## src/rtl/scan_mux_pkg.sv

```systemverilog
// ============================================================================
// Module   : scan_mux_pkg
// Brief    : Shared state encoding and select-width helper for scan_mux.
// Revision : 1.0  initial release
// ============================================================================
`default_nettype none

package scan_mux_pkg;

    typedef enum logic [1:0] {
        ST_IDLE = 2'd0,
        ST_HOLD = 2'd1,
        ST_SCAN = 2'd2
    } state_t;

    // Select width never collapses below one bit, even for tiny NCH.
    function automatic int sel_width(input int n);
        return ($clog2(n) < 1) ? 1 : $clog2(n);
    endfunction

endpackage

`default_nettype wire

```

## src/rtl/scan_mux_ptr.sv

```systemverilog
// ============================================================================
// Module   : scan_mux_ptr
// Brief    : Channel pointer with direct load, increment-with-wrap and a
//            one-cycle wrap pulse.
// Revision : 1.0  initial release
// ============================================================================
`default_nettype none

module scan_mux_ptr #(
    parameter int NCH = 16,
    parameter int SW  = 4
) (
    input  logic          clk,
    input  logic          rst,
    input  logic          ld,
    input  logic [SW-1:0] ld_val,
    input  logic          inc,
    output logic [SW-1:0] ptr,
    output logic          wrap
);

    localparam logic [SW-1:0] c_last = SW'(NCH - 1);

    logic [SW-1:0] r_ptr;
    logic          r_wrap;
    logic          w_at_last;

    assign w_at_last = (r_ptr == c_last);

    always_ff @(posedge clk or posedge rst) begin
        if (rst) begin
            r_ptr  <= '0;
            r_wrap <= 1'b0;
        end else begin
            // A load always beats an increment, so no wrap is reported then.
            r_wrap <= inc && !ld && w_at_last;
            if (ld)
                r_ptr <= ld_val;
            else if (inc)
                r_ptr <= w_at_last ? '0 : r_ptr + 1'b1;
        end
    end

    assign ptr  = r_ptr;
    assign wrap = r_wrap;

endmodule

`default_nettype wire

```

## src/rtl/scan_mux.sv

```systemverilog
// ============================================================================
// Module   : scan_mux
// Brief    : NCH-channel sampling multiplexer with hold / auto-scan modes and
//            a valid/ready registered output.
// Revision : 1.0  initial release
// ============================================================================
`default_nettype none

module scan_mux
    import scan_mux_pkg::*;
#(
    parameter int  NCH = 16,
    parameter int  W   = 1,
    localparam int SW  = sel_width(NCH)
) (
    input  logic           clk,
    input  logic           rst,
    input  logic [NCH*W-1:0] din,
    input  logic [SW-1:0]  sel,
    input  logic           sel_ld,
    input  logic           scan_en,
    input  logic           stop,
    input  logic           force_hi,
    input  logic           out_ready,
    output logic           out_valid,
    output logic [W-1:0]   dout,
    output logic [SW-1:0]  chan_out,
    output logic           wrap,
    output logic           sel_err
);

    localparam logic [SW:0] c_nch = (SW + 1)'(NCH);

    state_t        r_state;
    state_t        w_state_nxt;
    logic [SW-1:0] w_ptr;
    logic          w_sel_ok;
    logic          w_ld_ok;
    logic          w_xfer;
    logic          w_inc;
    logic [W-1:0]  w_chans [NCH];
    logic          r_out_valid;
    logic [W-1:0]  r_dout;
    logic [SW-1:0] r_chan_out;
    logic          r_sel_err;

    for (genvar k = 0; k < NCH; k++) begin : g_chan
        assign w_chans[k] = din[k*W +: W];
    end

    assign w_sel_ok = ({1'b0, sel} < c_nch);
    assign w_ld_ok  = sel_ld && w_sel_ok;
    assign w_xfer   = (r_state != ST_IDLE) && (!r_out_valid || out_ready);
    // stop keeps the pointer, and a valid load overrides the scan step.
    assign w_inc    = (r_state == ST_SCAN) && w_xfer && !stop && !w_ld_ok;

    scan_mux_ptr #(
        .NCH (NCH),
        .SW  (SW)
    ) u_ptr (
        .clk    (clk),
        .rst    (rst),
        .ld     (w_ld_ok && !stop),
        .ld_val (sel),
        .inc    (w_inc),
        .ptr    (w_ptr),
        .wrap   (wrap)
    );

    always_comb begin
        w_state_nxt = r_state;
        if (stop)
            w_state_nxt = ST_IDLE;
        else if (w_ld_ok)
            w_state_nxt = scan_en ? ST_SCAN : ST_HOLD;
        else if (scan_en)
            w_state_nxt = ST_SCAN;
        else if (r_state != ST_IDLE)
            w_state_nxt = ST_HOLD;
    end

    always_ff @(posedge clk or posedge rst) begin
        if (rst)
            r_state <= ST_IDLE;
        else
            r_state <= w_state_nxt;
    end

    always_ff @(posedge clk or posedge rst) begin
        if (rst) begin
            r_out_valid <= 1'b0;
            r_dout      <= '0;
            r_chan_out  <= '0;
            r_sel_err   <= 1'b0;
        end else begin
            r_sel_err <= sel_ld && !w_sel_ok;
            if (stop) begin
                r_out_valid <= 1'b0;
            end else if (w_xfer) begin
                r_dout      <= force_hi ? {W{1'b1}} : w_chans[w_ptr];
                r_chan_out  <= w_ptr;
                r_out_valid <= 1'b1;
            end
        end
    end

    assign out_valid = r_out_valid;
    assign dout      = r_dout;
    assign chan_out  = r_chan_out;
    assign sel_err   = r_sel_err;

endmodule

`default_nettype wire

```

## config.mk

```make
export PLATFORM = sky130hd
export DESIGN_NAME = scan_mux
export DESIGN_NICKNAME = d
export VERILOG_FILES = /design/src/rtl/scan_mux_pkg.sv /design/src/rtl/scan_mux_ptr.sv /design/src/rtl/scan_mux.sv
export SDC_FILE = /design/constraint.sdc
export NUM_CORES = 1
export LEC_CHECK = 0
export ABC_AREA = 1
export CAP_MARGIN = 20
export CELL_PAD_IN_SITES_DETAIL_PLACEMENT = 1
export CELL_PAD_IN_SITES_GLOBAL_PLACEMENT = 2
export CORE_MARGIN = 5
export CORE_UTILIZATION = 21
export CTS_CLUSTER_DIAMETER = 100
export DETAILED_ROUTE_END_ITERATION = 8
export GPL_TIMING_DRIVEN = 0
export HOLD_SLACK_MARGIN = 0.03
export MAX_ROUTING_LAYER = met4
export PLACE_DENSITY_LB_ADDON = 0.05
export SETUP_SLACK_MARGIN = 0.15
export SYNTH_ARGS = -nofsm -noshare
export SYNTH_HDL_FRONTEND = slang
export SYNTH_SLANG_ARGS = --single-unit
```

## constraint.sdc

```tcl
create_clock -name clk -period 1.4 [get_ports clk]
set_input_delay 0.42 -clock clk [delete_from_list [all_inputs] [get_ports clk]]
set_output_delay 0.42 -clock clk [all_outputs]
set_load 0.005 [all_outputs]
```

# Yosys cells after proc, flatten, opt, wreduce, memory -nomap -nowiden
# Index checks and enable logic that the tools add are counted.
# op_classes
n_addsub,1
magnitude_cmp,1
n_eq_ne,2
mux,14
n_bitwise,2
n_reduce_logical,17
# op_table
op,n
4-bit two-way mux,3
2-bit two-way mux,5
1-bit logical AND,7
2-bit nonzero test,3
5-bit greater-or-equal comparator (second input constant),1
1-bit two-way mux,5
4-bit NOT with 5-bit output,1
4-bit by 1-bit adder with 4-bit output (second input constant),1
1-bit binary-select mux with 4-bit select,1
4-bit equality test (second input constant),1
1-bit logical NOT,4
4-bit nonzero test,1
2-bit equality test (second input constant),1
2-bit AND reduction,1
1-bit logical OR,1
1-bit NOT,1
# totals
ff_bits,13
inputBits,27
wordCells,43

# Depth between registers and ports, before layout
# Gate-level depths: netlist of run 1.
# depth
ltp_word,8
mapped_depth,9
ltp_nobuf,9

# Hierarchy
# From an unflattened synthesis of run 1, not the netlist that was laid out.
# hier_totals
hier_cells,119
hier_area_um2,829.5
# by_module_without_submodules
module,instances,cells_per_inst,area_each_um2,seq_area_each_um2
scan_mux,1,84,554.3,200.2
scan_mux_ptr,1,35,275.3,125.1

# Least setup slack after synthesis of run 1
# OpenSTA, ideal clock, no wires.
# synth_path
kind,register to register
from,register u_ptr.r_ptr[1] (netlist: u_ptr.ptr[1])
to,register u_ptr.r_ptr[0] (netlist: u_ptr.ptr[0])
arrival_time_ns,1.017
required_time_ns,1.273
setup_slack_ns,0.255
path_stages_with_launch,7
path_buffers,0
period_less_slack_ns,1.145
path_cell_list,dfrtp_1 ha_1 nand3_1 nand2_2 o21ai_1 nand2_1 o21ai_0
# synth_between
elab_chain_cells,4
# synth_rtl
item,line,text
"start, declared",scan_mux_ptr.sv:24,logic [SW-1:0] r_ptr;
"start signal, assigned",scan_mux_ptr.sv:38,r_ptr <= ld_val;
"start signal, assigned",scan_mux_ptr.sv:40,r_ptr <= w_at_last ? '0 : r_ptr + 1'b1;
4-bit equality test,scan_mux_ptr.sv:28,assign w_at_last = (r_ptr == c_last);
4-bit two-way mux,scan_mux_ptr.sv:40,
4-bit two-way mux,scan_mux_ptr.sv:39,else if (inc)
4-bit two-way mux,scan_mux_ptr.sv:37,if (ld)
# Every way passes these cells. The select of a mux whose other input is x is not followed.
# A chain may end at the register's enable or synchronous reset.

# Worst setup path in the final report of run 1
# layout_path
from,input din[7]
to,register r_dout (netlist: dout)
# layout_between
elab_chain_cells,4
# layout_rtl
item,line,text
"start, declared",scan_mux.sv:18,"input logic [NCH*W-1:0] din,"
1-bit binary-select mux with 4-bit select,scan_mux.sv:100,r_dout <= force_hi ? {W{1'b1}} : w_chans[w_ptr];
1-bit two-way mux (not written as such) (2 in series),scan_mux.sv:100,
1-bit two-way mux,scan_mux.sv:100,
"end signal, assigned",scan_mux.sv:100,
"end, declared",scan_mux.sv:43,logic [W-1:0] r_dout;
# Every way passes these cells. The select of a mux whose other input is x is not followed.

==> results of run 1 <==
-- worst max-delay path, delay by kind of cell --
family / cells / cell delay [ns]
AND/OR/NAND/NOR: 6 / 0.45
buffers and inverters: 3 / 0.47
-- path summary, 6_finish.rpt --
path,end,cells after the start
max,dout,9
min,chan_out[0],2
max reg2reg,dout,9
min reg2reg,chan_out[3],2
max in group asynchronous,u_ptr.ptr[0],2
min in group clk,chan_out[3],2
-- cell families after synthesis --
kind of cell    synth area share, %
fa+ha+maj                      1.51
xor+xnor                       1.06
flops                          39.2
other cells                   0.452
simple gates                   38.0
buf+inv                        12.1
compound gates                 7.69
-- metal layers --
layer | wire (um) | part of all wire [%] | track usage (%) | up-vias
met4 | 31 | 1.3 | 3.69 | 0
li1 | - | - | - | 456
met3 | 168 | 7.0 | 3.86 | 4
met5 | 0 | 0 | - | -
met2 | 1070 | 45 | 14.4 | 21
met1 | 1130 | 47 | 13.0 | 393
-- area by class of cell --
cell class,count,area share (%)
Sequential cell,13,24.4
Inverter,21,6.23
Tap cell,48,4.47
Clock buffer,4,3.35
Timing Repair Buffer,43,28.2
Multi-Input combinational cell,82,32.0
Buffer,2,1.40
-- cells in the mapped netlist --
master,number
a21oi_1,1
a31oi_1,1
buf_4,1
buf_6,1
conb_1,1
dfrtp_1,13
ha_1,1
inv_1,17
inv_2,3
inv_4,1
nand2_1,37
nand2_2,1
nand2_4,1
nand3_1,13
nand3_2,2
nand4_2,1
nor2_1,9
nor2_4,1
nor3_1,2
o21ai_0,6
o21ai_1,1
o21ai_2,2
or2_1,1
xor2_1,1
-- metrics by stage --
stage	power (W)	instance area (um2)	hold WS (ns)
floorplan	0.000912	830	0.297
global placement	0.00120	1220	0.471
detailed placement	0.00121	1220	0.477
CTS	0.00162	1350	0.501
global route	0.00176	1350	0.541
finish	0.00159	1350	0.513
-- power groups by stage --
stage / clock, W / sequential, W / combinational, W
2_1_floorplan: 0 / 0.000553 / 0.000360
3_3_place_gp: 0 / 0.000572 / 0.000625
3_5_place_dp: 0 / 0.000574 / 0.000632
4_1_cts: 0.000351 / 0.000554 / 0.000711
5_1_grt: 0.000374 / 0.000576 / 0.000810
6_report: 0.000334 / 0.000559 / 0.000699
-- flip-flops by register name (all words and copies together) (netlist names) --
name,cells
chan_out,4
u_ptr.ptr,4
r_state,2
dout,1
out_valid,1
u_ptr.wrap,1
-- timing repair --
| action | 4_1_cts | 5_1_grt |
|---|---|---|
| gates resized for setup | 28 | 8 |
| buffers inserted | 9 | 0 |
| endpoints found under the setup margin | 16 | 7 |
| gates cloned | 0 | 1 |
| pin swaps | 7 | 4 |
| hold buffers | 0 | 0 |
==> flow_summary.ini, run 1 <==
[min_path]
hp-class = input port to async pin

[floorplanning]
die_x_um = 72.9
pin_count = 35
num_rows = 22
start_util_pct = 22.2
die_height_um = 72.9
core_um2 = 3740
dieArea_um2 = 5310

[worst_setup_path]
crit_chain = clkdlybuf4s50_1, inv_1, nand2_1, nand3_1, nand3_1, nand3_1, nand3_1, nand2_1, inv_1
max_stage_delay_ns = 0.39
crit_top_cell = nand3_1
end_kind = flop
crit_type = input port to flop
worstSetupStartpoint = din[7]
cp_slowest_cell = clkdlybuf4s50_1
worstPathRequired_ns = 1.54
r2r-start = u_ptr.ptr[0]
rrSetupSlack_ns = 0.20
worstSetupStartpointType = input port
worstPathMaxFanout = 1
cp.arrival_ns = 1.35

[drt]
routed-via-count = 874
detail-route-antenna-nets = 0
via_per_inst = 4.10
wl_per_cell_um = 11.3
drt_iter0_drc = 20
wl_um = 2400
firstDrtPassIters = 4
drcViolationCount = 0

[sta]
max-slew-margin-rel_pct = 65.9
maxSlewViolCount = 0
rsz0062_at_grt = true
max_freq_ghz = 0.825
worstMarginPinSlew_ns = 0.511
fin_crit_sh_pct = 86.6
fin_ws_ns = 0.188
finClkSkew_ns = 0.00134
hold_viol_final = 0
min_period_ns = 1.21
setup_violations = 0
final.setup.tns_ns = 0

[cts]
cts_tree = done
clk_latency_ns = 0.24
cts_buffers = 3
cts_buffer_depth = 2
cts.clk_slew.worst_paths_ns = 0.05
cts_root_buffer = clkbuf_8
clkSinkCount = 13
htreeDepth = 1

[yosys]
syn-num-nets = 146
seq_area_frac_synth_pct = 39.2
synth_top_cell_area_share_pct = 39.2
synth_seq_cells = 13
synthCells = 118
ys_warn_count = 0
post-synth-top-area-cell = dfrtp_1
synth.distinct_cells = 24
synthTopCellsByArea = dfrtp_1, nand2_1, nand3_1
synth_area_per_cell_um2 = 7.03
syn_area_um2 = 830

[finish]
multi_input_area_um2 = 430
synthToLayoutAreaGrowth_pct = 62.1
final_cell_mix = nand2_1, clkdlybuf4s50_1, inv_1
register_area_um2 = 328
drive_gt1_share_pct = 23.6
antenna_cells = 0
mostFrequentLayoutCell = nand2_1
stdcell_count = 213
utilization_pct = 35.9
nets = 194
num-fill-cells = 486

[power]
p_comb_share_pct = 43.9
p_sw_w = 0.000560
peakVddDrop_v = 0.000608
intPower_w = 0.00103
leakage_nw = 0.675
swShare_pct = 35.2
pwr-share-seq_pct = 35.1
clockPowerShare_pct = 21.0
p_per_area_nw_per_um2 = 1180

[placement]
place_congestion = 0.718
dp_hpwl_um = 1830
dpl.cell_count = 199
portBuffers = 33
pre_cts_slack_ns = -0.337

[global_route]
overflow = 0
grt_max_degree = 14
antenna_found_initial = 0
track_usage_pct = 10.1
grt_pass1_wl_um = 4050
grt_pass1_vias = 894

[job]
maxCapViolations = 0

[outcome]
status = finished, final reports clean
No activity file was read; power rests on OpenSTA's default activity.
==> run 2: changes to the inputs <==
==> constraint.sdc (replaced) <==
create_clock -name clk -period 1.2 [get_ports clk]
set_input_delay 0.36 -clock clk [delete_from_list [all_inputs] [get_ports clk]]
set_output_delay 0.36 -clock clk [all_outputs]
set_load 0.005 [all_outputs]
==> run 2 against run 1 <==
  * Register-to-register slack got worse by 0.20 ns
  * Combinational power increased by 43%
  * Largest cell class unchanged
  * Worst setup slack got worse by 0.19 ns
  * Highest routed layer unchanged
  * Clock-buffer cell count unchanged
  * Critical path type is now flop to flop
  * Cell area increased by 11%
  * Die area unchanged
  * First-iteration DRC count decreased by 45%
  * Total power increased by 30%
  * Routed wire length increased by 7.8%
  * Global-route usage increased by 0.59 points
  * Non-clock buffer count increased by 5
  * Clock skew about the same
==> flow_summary.ini, run 2 (synthesized netlist as in run 1, its figures left out) <==
[finish]
num-fill-cells = 470
synthToLayoutAreaGrowth_pct = 79.6
final_cell_mix = nand2_1, clkdlybuf4s50_1, inv_1
mostFrequentLayoutCell = nand2_1
antenna_cells = 0
nets = 199
drive_gt1_share_pct = 38.8
fin_area_um2 = 1490

[sta]
worstMarginPinSlew_ns = 0.542
hold_viol_final = 0
setup_violations = 0
rsz0062_at_grt = true
finClkSkew_ns = 0.00126
max_freq_ghz = 0.835
maxSlewViolCount = 0
fin_ws_ns = 0.00190
min_period_ns = 1.20
fin_crit_sh_pct = 99.8
max-slew-margin-rel_pct = 63.8

[cts]
clkSinkCount = 13
cts_root_buffer = clkbuf_8
cts_tree = done
cts.clk_slew.worst_paths_ns = 0.06
cts_buffers = 3
htreeDepth = 1
clk_latency_ns = 0.24
hold_buffers = 0
cts_buffer_depth = 2

[placement]
placed_area_um2 = 1230
dp_hpwl_um = 1930
portBuffers = 33
pre_cts_slack_ns = -0.494
place_congestion = 0.705

[worst_setup_path]
crit_type = flop to flop
cp.arrival_ns = 1.33
worstPathMaxFanout = 5
worstSetupStartpointType = flop
end_kind = flop
worstPathRequired_ns = 1.34

[global_route]
grt_max_degree = 14
grt_pass1_vias = 951
antenna_found_initial = 0
grt_pass1_wl_um = 4370
track_usage_pct = 10.7
overflow = 0

[floorplanning]
core_um2 = 3740
dieArea_um2 = 5310
pin_count = 35
start_util_pct = 22.2
die_x_um = 72.9
num_rows = 22
die_height_um = 72.9

[power]
p_per_area_nw_per_um2 = 1390
leakage_nw = 0.725
peakVddDrop_v = 0.000891

[min_path]
hp-class = input port to async pin

[drt]
wl_per_cell_um = 11.9
routed-via-count = 931
via_per_inst = 4.27
drcViolationCount = 0
wl_um = 2590
firstDrtPassIters = 2
detail-route-antenna-nets = 0
drt_iter0_drc = 11

[outcome]
status = finished, final reports clean

[job]
maxCapViolations = 0
[run 2: layer usage]
metal	vias to the layer above	routed length, um	GRT usage (%)
met5	-	0	-
met4	0	9	1.23
met3	2	135	3.99
met2	20	1230	16.3
met1	439	1210	14.0
li1	470	-	-
[run 2: cell type report]
type                    instances  area (um2)  area share (%)
repair buffers                 48         430            28.9
plain buffers                   2        18.8            1.26
flip-flops and latches         13         328            22.0
well taps                      48        60.1            4.03
inverters                      21        86.3            5.79
clock buffers                   4        45.0            3.02
multi-input cells              82         522            35.0
[run 2: worst max-delay path: stages, from the launching register on]
cell	delay, ns
dfrtp_2	0.46
buf_6	0.16
nand2_1	0.05
nand2_1	0.06
nand2_1	0.07
nand3_2	0.06
nand3_2	0.06
nand3_2	0.07
nand2_1	0.06
inv_1	0.03
[run 2: worst paths after layout]
check | from | endpoint | slack [ns] | cells after the start
hold reg to reg | chan_out[2] | chan_out[2] | 0.50 | 2
hold / removal | rst | u_ptr.ptr[2] | 0.47 | 2
max in group asynchronous | rst | u_ptr.ptr[1] | 0.34 | 2
setup / recovery | u_ptr.ptr[0] | dout | 0.002 | 9
setup reg to reg | u_ptr.ptr[0] | dout | 0.002 | 9
min in group clk | stop | r_state[1] | 0.48 | 2
[run 2: what timing repair did]
action / in CTS / in global routing
endpoints found under the setup margin: 17 / 16
pin swaps: 5 / 4
cloned: 1 / 0
resized for setup: 59 / 16
buffers inserted: 10 / 4
[run 2: where the power goes]
group / total [W] / switching (W) / internal, W
Sequential: 0.000680 / 0.000132 / 0.000548
Combinational: 0.00100 / 0.000471 / 0.000529
Clock: 0.000388 / 0.000154 / 0.000234
[run 2: metrics by stage]
step / hold slack, ns / TNS, ns / std cells / total power [W] / util (%)
2_1_floorplan: 0.237 / 0 / 118 / 0.00109 / -
3_3_place_gp: 0.471 / -3.50 / 199 / 0.00142 / 33.0
3_5_place_dp: 0.474 / -3.74 / 199 / 0.00144 / 33.0
4_1_cts: 0.478 / -0.0297 / 214 / 0.00200 / 38.0
5_1_grt: 0.490 / -0.156 / 218 / 0.00228 / 39.8
6_report: 0.468 / 0 / 218 / 0.00207 / 39.8
